===== src/rtl/vadd_add_core.sv =====
// Add stage of the vadd pipeline: ap_ctrl_hs callee that pops LEN pairs from
// FIFOs a_V/b_V and pushes their wrapped sums to c_V at one element per cycle.
module vadd_add_core #(
   parameter int DATA_W = 32,
   parameter int LEN    = 16,
   parameter int CNT_W  = 5
) (
   input  logic              ap_clk,
   input  logic              ap_rst,
   input  logic              ap_start,
   output logic              ap_done,
   output logic              ap_idle,
   output logic              ap_ready,
   input  logic [DATA_W-1:0] a_V_dout,
   input  logic              a_V_empty_n,
   output logic              a_V_read,
   input  logic [DATA_W-1:0] b_V_dout,
   input  logic              b_V_empty_n,
   output logic              b_V_read,
   output logic [DATA_W-1:0] c_V_din,
   input  logic              c_V_full_n,
   output logic              c_V_write
);

   typedef enum logic [2:0] {
      S_IDLE = 3'b001,
      S_RUN  = 3'b010,
      S_DONE = 3'b100
   } state_t;

   localparam logic [CNT_W-1:0] LEN_C  = CNT_W'(LEN);
   localparam logic [CNT_W-1:0] LAST_C = CNT_W'(LEN - 1);

   state_t              state;
   logic [CNT_W-1:0]    rd_cnt;
   logic [CNT_W-1:0]    wr_cnt;
   logic                out_valid;
   logic [DATA_W-1:0]   out_reg;
   logic                run;
   logic                fire;
   logic                push;

   assign run = (state == S_RUN);

   // A pop is only allowed when the output register is free or drains this cycle.
   assign fire = run & a_V_empty_n & b_V_empty_n & (rd_cnt < LEN_C)
               & (~out_valid | c_V_full_n);
   assign push = run & out_valid & c_V_full_n;

   assign a_V_read  = fire;
   assign b_V_read  = fire;
   assign c_V_write = push;
   assign c_V_din   = out_reg;

   assign ap_done  = (state == S_DONE);
   assign ap_ready = (state == S_DONE);
   assign ap_idle  = (state == S_IDLE) & ~ap_start;

   always_ff @(posedge ap_clk) begin
      if (ap_rst) begin
         state     <= S_IDLE;
         rd_cnt    <= '0;
         wr_cnt    <= '0;
         out_valid <= 1'b0;
         out_reg   <= '0;
      end else begin
         case (state)
            S_IDLE: begin
               if (ap_start) begin
                  state     <= S_RUN;
                  rd_cnt    <= '0;
                  wr_cnt    <= '0;
                  out_valid <= 1'b0;
               end
            end
            S_RUN: begin
               if (fire) begin
                  out_reg   <= a_V_dout + b_V_dout;
                  out_valid <= 1'b1;
                  rd_cnt    <= rd_cnt + 1'b1;
               end else if (push) begin
                  out_valid <= 1'b0;
               end
               if (push) begin
                  wr_cnt <= wr_cnt + 1'b1;
                  if (wr_cnt == LAST_C)
                     state <= S_DONE;
               end
            end
            S_DONE:  state <= S_IDLE;
            default: state <= S_IDLE;
         endcase
      end
   end

endmodule

===== config.mk =====
export PLATFORM = sky130hd
export DESIGN_NAME = vadd_add_core
export DESIGN_NICKNAME = d
export VERILOG_FILES = /design/src/rtl/vadd_add_core.sv
export SDC_FILE = /design/constraint.sdc
export NUM_CORES = 1
export LEC_CHECK = 0
export ABC_CLOCK_PERIOD_IN_PS = 3500
export CAP_MARGIN = 20
export CORE_MARGIN = 2
export CORE_UTILIZATION = 44
export DETAILED_ROUTE_END_ITERATION = 10
export HOLD_SLACK_MARGIN = 0.08
export PLACE_DENSITY = 0.8
export SETUP_SLACK_MARGIN = 0.5
export SYNTH_ARGS = -nofsm -noshare
export SYNTH_HDL_FRONTEND = slang
export SYNTH_SLANG_ARGS = --single-unit
export TNS_END_PERCENT = 30

===== constraint.sdc =====
create_clock -name ap_clk -period 3.5 [get_ports ap_clk]
set_clock_uncertainty 0.2 [all_clocks]
set_input_delay 0.7 -clock ap_clk [delete_from_list [all_inputs] [get_ports ap_clk]]
set_output_delay 0.7 -clock ap_clk [all_outputs]
set_load 0.03 [all_outputs]

==> results of run 1 <==
## cells in the mapped netlist (all sizes together) (2+ instances only)
| library cell | instances | area [um2] |
|---|---|---|
| nand2 | 69 | 261.5 |
| a21oi | 48 | 251.5 |
| dfxtp | 46 | 920.9 |
| nor2 | 36 | 135.1 |
| o21ai | 35 | 178.9 |
| ha | 34 | 425.4 |
| xor2 | 20 | 175.2 |
| nand3 | 17 | 85.08 |
| clkbuf | 16 | 71.31 |
| xnor2 | 12 | 105.1 |
| a21o | 11 | 85.08 |
| inv | 10 | 37.54 |
| and3 | 9 | 57.56 |
| nor3 | 9 | 45.04 |
| o21bai | 8 | 71.32 |
| a211oi | 7 | 57.55 |
| nand4 | 7 | 43.79 |
| o21a | 6 | 45.04 |
| o31ai | 6 | 50.05 |
| o211ai | 5 | 37.54 |
| and2 | 4 | 30.03 |
| buf | 4 | 33.78 |
| a31oi | 3 | 18.77 |
| a41oi | 3 | 26.28 |
| mux2i | 3 | 30.03 |
| a21boi | 2 | 18.77 |
| a221oi | 2 | 23.77 |
| a22o | 2 | 17.52 |
| nor2b | 2 | 12.51 |
| nor3b | 2 | 15.01 |
| or3 | 2 | 13.77 |
## metal layers
metal / wire length [um] / vias up
met5: 0 / -
met4: 153 / 0
met3: 596 / 16
met2: 4756 / 133
met1: 4258 / 1707
li1: - / 1841
## area by class of cell
type                       instances  area (um2)
clock buffer                       5       68.82
clock inverter                     3       23.77
fill                             668        2779
inverter                          10       37.54
multi-input combinational        377        2615
sequential                        46       920.9
tap                              102       127.6
timing repair buffer             121        1195
## per-stage QoR
step / cell area, um2 / hold slack, ps / worst slack [ps] / util (%)
4_1_cts: 4815 / 257.2 / 410.2 / 61.98
3_5_place_dp: 4706 / 243.1 / 63.70 / 60.58
5_1_grt: 4989 / 276.7 / 375.4 / 64.22
3_3_place_gp: 4706 / 241.2 / 90.27 / 60.58
2_1_floorplan: 3535 / 241.8 / 551.8 / -
6_report: 4989 / 252.5 / 448.0 / 64.22
## registers in the layout, summed over array words and instances, names as in the netlist
name / cells
rd_cnt: 5
state: 3
wr_cnt: 5
c_V_din: 32
out_valid: 1
## what timing repair did
item / CTS / global route
hold endpoints to repair: 0 / 0
pin swaps: 1 / 9
gates resized for setup: 4 / 31
setup endpoints to repair: 14 / 24
buffers inserted: 1 / 2
## worst max-delay path: stages
cell and delay, ps:
clkdlybuf4s50_1 410, ha_1 410, and2_2 230, a21bo_1 240, a21boi_2 190, o32ai_4 120
o31ai_2 450, mux2i_1 250, nor3_1 60
## report_power, final
group / internal (mW) / switching (mW)
Sequential: 0.527 / 0.00277
Clock: 0.143 / 0.206
Combinational: 0.257 / 0.275
Total: 0.928 / 0.483
## worst max-delay path by stage
stage	end	slack, ps
after floorplan	c_V_din[30]	550
after global placement	c_V_din[30]	90
after detailed placement	c_V_din[26]	60
after CTS	c_V_din[23]	410
after global routing	c_V_din[31]	380
final	c_V_din[31]	450
## kinds of logic after synthesis
kind of cell,count (synthesis),synth area share (%)
and+or+nand+nor,161,20.64
AOI/OAI and AO/OA,145,27.58
DFF,46,26.05
adders and majority gates,35,12.60
xor gates and xnor gates,32,7.929
buffers and inverters,30,4.035
muxes,4,1.168
==> summary.md, run 1 <==
| Metric | Value |
|---|---|
| Routability congestion estimate from global placement | `roughly 0.94` |
| Clock Tree Root | `clkbuf_8` |
| Post-Layout Cell Count | `664` |
| Bufs on Longest Clock Path | `2` |
| Die area | `around 8800 um2` |
| FF+latch count, synth | `46` |
| Worst reg2reg startpoint | `state[1]` |
| Setup-failing EPs final | `0` |
| Post-route setup TNS | `0 ps` |
| Yosys cell types | `a little under 60` |
| Tcrit/Tclk final | `between 80% and 90%` |
| Largest net degree at the start of global routing | `17` |
| Worst-path clk slew | `100 ps` |
| Pwr dens | `between 200 and 300 nW/um2` |
| Worst-Margin Slew | `approximately 620 ps` |
| Dpl cells | `between 600 and 700` |
| Slew headroom | `slightly below 60%` |
| Total track usage | `a little over a fifth` |
| Ys async rst share | `0%` |
| Mapped Area | `3535 um2` |
| Grt peak-use layer | `met2` |
| Share of cells above drive strength 1 | `11.21%` |
| Hold_buf cts | `0` |
| Final HPWL DP | `7.603 mm` |
| HP Class | `flip-flop to flip-flop` |
| Drc violations | `0` |
| Hold Crit Start | `c_V_din[16]` |
| First-pass GRT wire length | `approximately 16 mm` |
| WL/cell | `about 15 um` |
| Ys flop type | `dfxtp_1` |
| Critical Path Source Type | `primary input` |
| Row count | `32` |
| Hold Path End | `c_V_din[16]` |
| Total Wirelength | `~10 mm` |
| Vias per Instance | `roughly 5.6` |
| Most frequent cells in the layout | `clkdlybuf4s50_1, nand2_1, dfxtp_1` |
| CTS tree | `done` |
| Endpoint arrival time on the critical path | `between 3000 and 4000 ps` |
| Initial DRC count | `approximately 190` |
| Total grt overflow | `0` |
| Most common cell after layout, fill and taps aside | `clkdlybuf4s50_1` |
| Syn Inst Count | `approximately 450` |
| Vias in the first global route | `approximately 3400` |
| Status | `completed` |
| FF-to-FF End | `wr_cnt[3]` |
| Worst setup path class | `primary input to flip-flop` |
| Yosys warnings | `0` |
| R2R cell count | `7` |
| Area Overhead vs Synth | `41.13%` |
| Initial Util | `roughly 46%` |
| Clock Latency Late Sink | `300 ps` |
| Core box area | `approximately 7800 um2` |
| Met3 Use GR | `under 10%` |
| Layout Nets | `approximately 670` |
| Final Power | `1.411 mW` |
| CTS Buf Count | `5` |
| Initial antenna violation count | `0` |
| Routed Antenna Nets | `0` |
| Worst Path Max Fanout | `6` |
| Maximum vdd ir drop | `149.8 uV` |
| Synth Net Count | `around 560` |
| Clock sink count | `46` |
| Max Cap Violations | `0` |
| Final hold vios | `0` |
| Height of the die | `between 90 and 100 um` |
| Leakage power | `2.012 nW` |
| ANT cells | `0` |
| Met1 usage | `27.37%` |
| Final Critical Period | `3052 ps` |
| Fmax | `between 300 and 400 MHz` |
| IO Port Bufs | `107` |
| Unrepaired setup endpoints after global routing | `true` |
| Setup crit end kind | `flip-flop` |
| Vias post-DR | `roughly 3700` |
| R2r setup slk | `1210 ps` |
| Post-synthesis sequential area ratio | `a little over a quarter` |
| IO Count | `about 110` |
| Depth of the CTS H-tree | `2` |
| Critical Path Start | `a_V_dout[12]` |
| Avg Cell Area, Syn | `just under 8 um2` |
| Crit path required time | `3500 ps` |
| Final Slew Violations | `0` |
| Min-Delay Path Depth | `2` |
| Post-synth EDFFs | `0` |
| Grt met2 use | `approximately two fifths` |
| DR pass1 iterations | `5` |
| Die Span X | `approximately 94 um` |
(Power assumes the default switching activity.)
==> run 2, diff against run 1 <==
--- a/config.mk
+++ b/config.mk
@@ -5,7 +5,7 @@
 export SDC_FILE = /design/constraint.sdc
 export NUM_CORES = 1
 export LEC_CHECK = 0
-export ABC_CLOCK_PERIOD_IN_PS = 3500
+export ABC_CLOCK_PERIOD_IN_PS = 3700
 export CAP_MARGIN = 20
 export CORE_MARGIN = 2
 export CORE_UTILIZATION = 44
==> constraint.sdc (replaced) <==
create_clock -name ap_clk -period 3.7 [get_ports ap_clk]
set_clock_uncertainty 0.2 [all_clocks]
set_input_delay 0.74 -clock ap_clk [delete_from_list [all_inputs] [get_ports ap_clk]]
set_output_delay 0.74 -clock ap_clk [all_outputs]
set_load 0.03 [all_outputs]
==> run 2 against run 1 <==
Effect of this change:
- count of clock-buffer cells in the layout unchanged
- clock power fell by 5%
- critical path depth unchanged
- utilization decreased by 2.0 points
- cell area fell by 3.1%
- non-clock buffer count decreased by 3
- register-to-register slack improved by 150 ps
- sequential share of layout area is 0.60 points higher
- global-route usage up 0.22 points
- first-iteration DRC count decreased by 4.9%
- die area did not move
- setup slack improved by 45 ps
- critical path type unchanged
- critical endpoint is now c_V_din[23]
- largest cell class unchanged
- largest power group is now registers
==> summary.md, run 2 (synthesized netlist as in run 1, its figures left out) <==
| Metric | Value |
|---|---|
| Max FFs per register | `32` |
| Vias in the first global route | `roughly 3500` |
| Final hold slack | `approximately 260 ps` |
| Share of cells above drive strength 1 | `approximately 8%` |
| Worst Path Max Fanout | `4` |
| Routability congestion estimate from global placement | `0.9189` |
| ANT cells | `0` |
| Total grt overflow | `0` |
| Final Power | `1.309 mW` |
| HP Class | `flip-flop to flip-flop` |
| Height of the die | `around 94 um` |
| Total track usage | `between 20% and 30%` |
| Hold_buf cts | `0` |
| R2r setup slk | `about 1400 ps` |
| Max Cap Violations | `0` |
| Wire length on met2 | `4.536 mm` |
| Initial DRC count | `roughly 180` |
| Unrepaired setup endpoints after global routing | `true` |
| Most frequent cells in the layout | `clkdlybuf4s50_1, nand2_1, a21oi_1` |
| Vias per Instance | `between 5 and 6` |
| WL/cell | `roughly 15 um` |
| Worst-path clk slew | `100 ps` |
| Post-route setup TNS | `0 ps` |
| Worst reg2reg startpoint | `state[1]` |
| Critical path's top delay family | `compound AO/OA/AOI/OAI gates` |
| CTS tree | `done` |
| Status | `completed` |
| Row count | `32` |
| Clock sink count | `46` |
| Routed Antenna Nets | `0` |
| Leakage power | `around 1.9 nW` |
| Pwr dens | `about 270 nW/um2` |
| Most common cell after layout, fill and taps aside | `clkdlybuf4s50_1` |
| IO Port Bufs | `~110` |
| Maximum vdd ir drop | `167.8 uV` |
| Endpoint arrival time on the critical path | `roughly 3200 ps` |
| FF-to-FF End | `c_V_din[24]` |
| Final hold vios | `0` |
| Initial antenna violation count | `0` |
| Final core utilization | `between 60% and 70%` |
| CTS Buf Count | `5` |
| Drc violations | `0` |
| Depth of the CTS H-tree | `2` |
| Hold Path End | `c_V_din[4]` |
| Crit path required time | `~3700 ps` |
| Total Wirelength | `roughly 9.6 mm` |
| Worst setup path class | `primary input to flip-flop` |
| Final Critical Period | `3207 ps` |
| Fmax | `~310 MHz` |
| Core box area | `between 7000 and 8000 um2` |
| Worst-Margin Slew | `about 650 ps` |
| Crit path largest cell delay | `400 ps` |
| Critical Path Source Type | `primary input` |
| R2R cell count | `9` |
| Bufs on Longest Clock Path | `2` |
| Die area | `between 8000 and 9000 um2` |
| Slew headroom | `between 50% and 60%` |
| Critical-path cell list | `clkdlybuf4s50_1 > ha_1 > a21o_1 > o21bai_4 > a31o_4 > o32ai_4 > o21ai_2 > or3_1 > a32o_1` |
| Clock Latency Late Sink | `310 ps` |
| First-pass GRT wire length | `about 16 mm` |
| Die Span X | `93.63 um` |
| Setup-failing EPs final | `0` |
| WL met1 | `~4.3 mm` |
| Layout Nets | `around 660` |
| Vias post-DR | `between 3000 and 4000` |
| Slowest cell on crit path | `clkdlybuf4s50_1` |
| Clock Tree Root | `clkbuf_8` |
| Initial Util | `approximately 46%` |
| Highest metal used | `met4` |
| Setup crit end kind | `flip-flop` |
| Area Overhead vs Synth | `36.71%` |
| Final Slew Violations | `0` |
| Final HPWL DP | `7.597 mm` |
| Worst path bufs/invs | `1` |
| Largest net degree at the start of global routing | `27` |
| Tcrit/Tclk final | `about 87%` |
| DR pass1 iterations | `5` |
| Routed wl met3 | `543 um` |
| Min-Delay Path Depth | `2` |
| IO Count | `~110` |
| Hold Crit Start | `c_V_din[4]` |
-- run 2: cell types whose count changed in the layout (fill, tap and decap cells not counted), moves of 2 or more --
cell	delta
dlymetal6s2s_1	-5
a21oi_1	+3
a21oi_2	-3
and3_4	-2
ha_4	-6
buf_4	-3
ha_1	+7
clkdlybuf4s50_1	+5
-- run 2: worst max-delay path by stage --
stage	start	to	slack (ps)	depth (start not counted)
final	a_V_dout[4]	c_V_din[23]	490	9
after CTS	a_V_dout[0]	c_V_din[30]	480	11
after detailed placement	a_V_dout[0]	c_V_din[30]	160	11
after floorplan	a_V_dout[0]	c_V_din[30]	710	9
after global routing	a_V_dout[4]	c_V_din[23]	430	9
after global placement	a_V_dout[1]	c_V_din[23]	230	9
-- run 2: area by class of cell --
cell class	count	area (um2)
Fill cell	703	2935
Clock inverter	3	25.02
Clock buffer	5	68.82
Timing Repair Buffer	118	1160
Inverter	10	37.54
Multi-Input combinational cell	377	2492
Sequential cell	46	920.9
Tap cell	102	127.6
-- run 2: layer usage --
metal / global-route usage, % / vias up
li1: - / 1838
met1: 26.82 / 1664
met2: 38.25 / 122
met3: 3.465 / 22
met4: 7.488 / 0
met5: 0 / -
-- run 2: stage by stage --
stage | setup slack, ps | cell area, um2 | std cells
2_1_floorplan | 711.8 | 3535 | 453
3_3_place_gp | 228.7 | 4676 | 649
3_5_place_dp | 160.0 | 4676 | 649
4_1_cts | 483.8 | 4768 | 657
5_1_grt | 426.2 | 4832 | 661
6_report | 493.1 | 4832 | 661
-- run 2: power by group --
group	switching (mW)	total, mW	internal, mW
registers	0.00255	0.501	0.499
logic	0.249	0.474	0.226
clock network	0.197	0.333	0.137
total	0.448	1.31	0.861
-- run 2: worst min-delay path, delay by kind of cell, from the launching register on --
| family | cells | cell delay, ps |
|---|---|---|
| flip-flops | 1 | 320 |
| AO/OA/AOI/OAI | 1 | 50 |
| AND/OR/NAND/NOR | 1 | 50 |
-- run 2: what timing repair did --
| item | 4_1_cts | 5_1_grt |
|---|---|---|
| gates resized for setup | 1 | 10 |
| setup endpoints to repair | 3 | 11 |
| buffers inserted | 0 | 4 |
| pin swaps | 0 | 8 |
| hold endpoints to repair | 0 | 0 |
==> run 3, diff against run 2 <==
--- a/config.mk
+++ b/config.mk
@@ -7,11 +7,11 @@
 export LEC_CHECK = 0
 export ABC_CLOCK_PERIOD_IN_PS = 3700
 export CAP_MARGIN = 20
-export CORE_MARGIN = 2
-export CORE_UTILIZATION = 44
+export CORE_MARGIN = 4
+export CORE_UTILIZATION = 52
 export DETAILED_ROUTE_END_ITERATION = 10
 export HOLD_SLACK_MARGIN = 0.08
-export PLACE_DENSITY = 0.8
+export PLACE_DENSITY = 0.92
 export SETUP_SLACK_MARGIN = 0.5
 export SYNTH_ARGS = -nofsm -noshare
 export SYNTH_HDL_FRONTEND = slang
==> run 3 against run 2 <==
Effect of this change:
- total power grew 0.63%
- wire length grew 5.2%
- register-to-register slack gained 20 ps
- via count grew 2.1%
- final cell count shrank 4.5%
- global-route usage grew 2.1 points
- critical path type unchanged
- largest power group unchanged
- highest routed layer unchanged
==> summary.md, run 3 (synthesized netlist as in run 1, its figures left out) <==
| Metric | Value |
|---|---|
| Status | `completed` |
| Worst setup path class | `primary input to flip-flop` |
| Drc violations | `0` |
| Largest net degree at the start of global routing | `27` |
| CTS tree | `done` |
| Max Cap Violations | `0` |
| Post-route setup TNS | `0 ps` |
| First-pass GRT wire length | `16.43 mm` |
| Most common cell after layout, fill and taps aside | `clkdlybuf4s50_1` |
| Final hold vios | `0` |
| Die area | `roughly 8000 um2` |
| Initial DRC count | `approximately 180` |
| Clock Tree Root | `clkbuf_8` |
| Wire length on met2 | `5.094 mm` |
| Leakage power | `1.890 nW` |
| Maximum vdd ir drop | `167.7 uV` |
| Depth of the CTS H-tree | `2` |
| Layout Nets | `around 660` |
| Height of the die | `between 90 and 100 um` |
| HP Class | `flip-flop to flip-flop` |
| Unrepaired setup endpoints after global routing | `true` |
| Initial antenna violation count | `0` |
| Total Wirelength | `between 10 and 15 mm` |
| Final HPWL DP | `between 7 and 8 mm` |
| Routed Antenna Nets | `0` |
| Highest metal used | `met4` |
| Final Critical Period | `~3200 ps` |
| Setup WS pre-CTS | `roughly 96 ps` |
| Setup crit end kind | `flip-flop` |
| Worst Path Max Fanout | `4` |
| Critical Path Source Type | `primary input` |
| Most frequent cells in the layout | `clkdlybuf4s50_1, nand2_1, dfxtp_1` |
| IO Port Bufs | `~110` |
| Routability congestion estimate from global placement | `approximately 0.94` |
| Vias post-DR | `approximately 3700` |
| CTS Buf Count | `5` |
| Worst-path clk slew | `around 100 ps` |
| Fmax | `about 310 MHz` |
| Total grt overflow | `0` |
| Slew headroom | `55.46%` |
| Clock sink count | `46` |
| WL met1 | `roughly 4.1 mm` |
| Endpoint arrival time on the critical path | `around 3200 ps` |
| Final Slew Violations | `0` |
| Core box area | `approximately 6500 um2` |
| Setup-failing EPs final | `0` |
| Clock Latency Late Sink | `just over 300 ps` |
| Tcrit/Tclk final | `just under 90%` |
| Share of cells above drive strength 1 | `under 10%` |
| WL/cell | `around 16 um` |
| ANT cells | `0` |
| Total track usage | `a little under a quarter` |
| Pwr dens | `between 200 and 300 nW/um2` |
| Crit path required time | `3690 ps` |
| DR pass1 iterations | `5` |
| Initial Util | `between 50% and 60%` |
| Area Overhead vs Synth | `34.83%` |
| Vias in the first global route | `about 3600` |
| Worst-Margin Slew | `about 660 ps` |
| Bufs on Longest Clock Path | `2` |
| Final setup margin | `around 480 ps` |
| Vias per Instance | `about 6` |
| IO Count | `108` |
| Row count | `29` |
| Die Span X | `90.45 um` |
| Max FFs per register | `32` |
| Routed wl met3 | `between 600 and 700 um` |
run 3: changes by cell type in the layout (fill, tap and decap cells not counted), sizes merged:
cell	before	now
dlymetal6s2s	5	1
buf	13	8
clkdlybuf4s50	99	103
run 3: report_power, final:
part / switching, mW / leakage (nW) / internal, mW / total, mW
sequential: 0.00277 / 0.371 / 0.499 / 0.502
combinational: 0.255 / 1.47 / 0.221 / 0.477
clock: 0.202 / 0.0447 / 0.137 / 0.339
run 3: through the flow:
step / cells / util (%) / hold WS (ps) / area (um2) / power (mW)
finish: 631 / 73.79 / 258.5 / 4766 / 1.317
global route: 631 / 73.79 / 274.8 / 4766 / 1.378
CTS: 631 / 73.40 / 258.4 / 4741 / 1.303
detailed placement: 623 / 71.79 / 242.1 / 4637 / 0.9703
global placement: 623 / 71.79 / 237.9 / 4637 / 0.9595
floorplan: 453 / - / 241.8 / 3535 / 0.8185
run 3: worst max-delay path, cell delays in order:
cell	delay, ps
clkdlybuf4s50_1	410
ha_2	200
fa_2	350
a21o_2	260
a221oi_4	360
and3_1	250
o21ai_2	110
a31oi_1	250
xor2_1	210
o21ai_1	70
run 3: what timing repair did:
| action | in CTS | in global routing |
|---|---|---|
| gates resized for setup | 2 | 8 |
| endpoints found under the setup margin | 5 | 12 |
| hold buffers | 0 | 0 |
| pin swaps | 0 | 3 |
| buffers inserted | 0 | 0 |
run 3: path summary, 6_finish.rpt:
path	start	to	depth (start not counted)	slack, ps
max	b_V_dout[0]	c_V_din[30]	10	480
min	c_V_din[1]	c_V_din[1]	2	260
max reg2reg	state[1]	wr_cnt[3]	7	1380
min reg2reg	c_V_din[1]	c_V_din[1]	2	260
run 3: cell type report:
| cell class | count | area [um2] |
|---|---|---|
| timing repair buffer | 113 | 1116 |
| inverter | 10 | 37.54 |
| sequential | 46 | 920.9 |
| multi-input combinational | 377 | 2501 |
| fill | 509 | 1693 |
| clock inverter | 3 | 25.02 |
| clock buffer | 5 | 68.82 |
| tap | 77 | 96.34 |
run 3: layer usage:
layer  global-route usage, %  up-vias
met5                       0        -
met4                   7.653        0
met3                   5.417       26
met2                   42.69      160
met1                   28.05     1711
li1                        -     1827
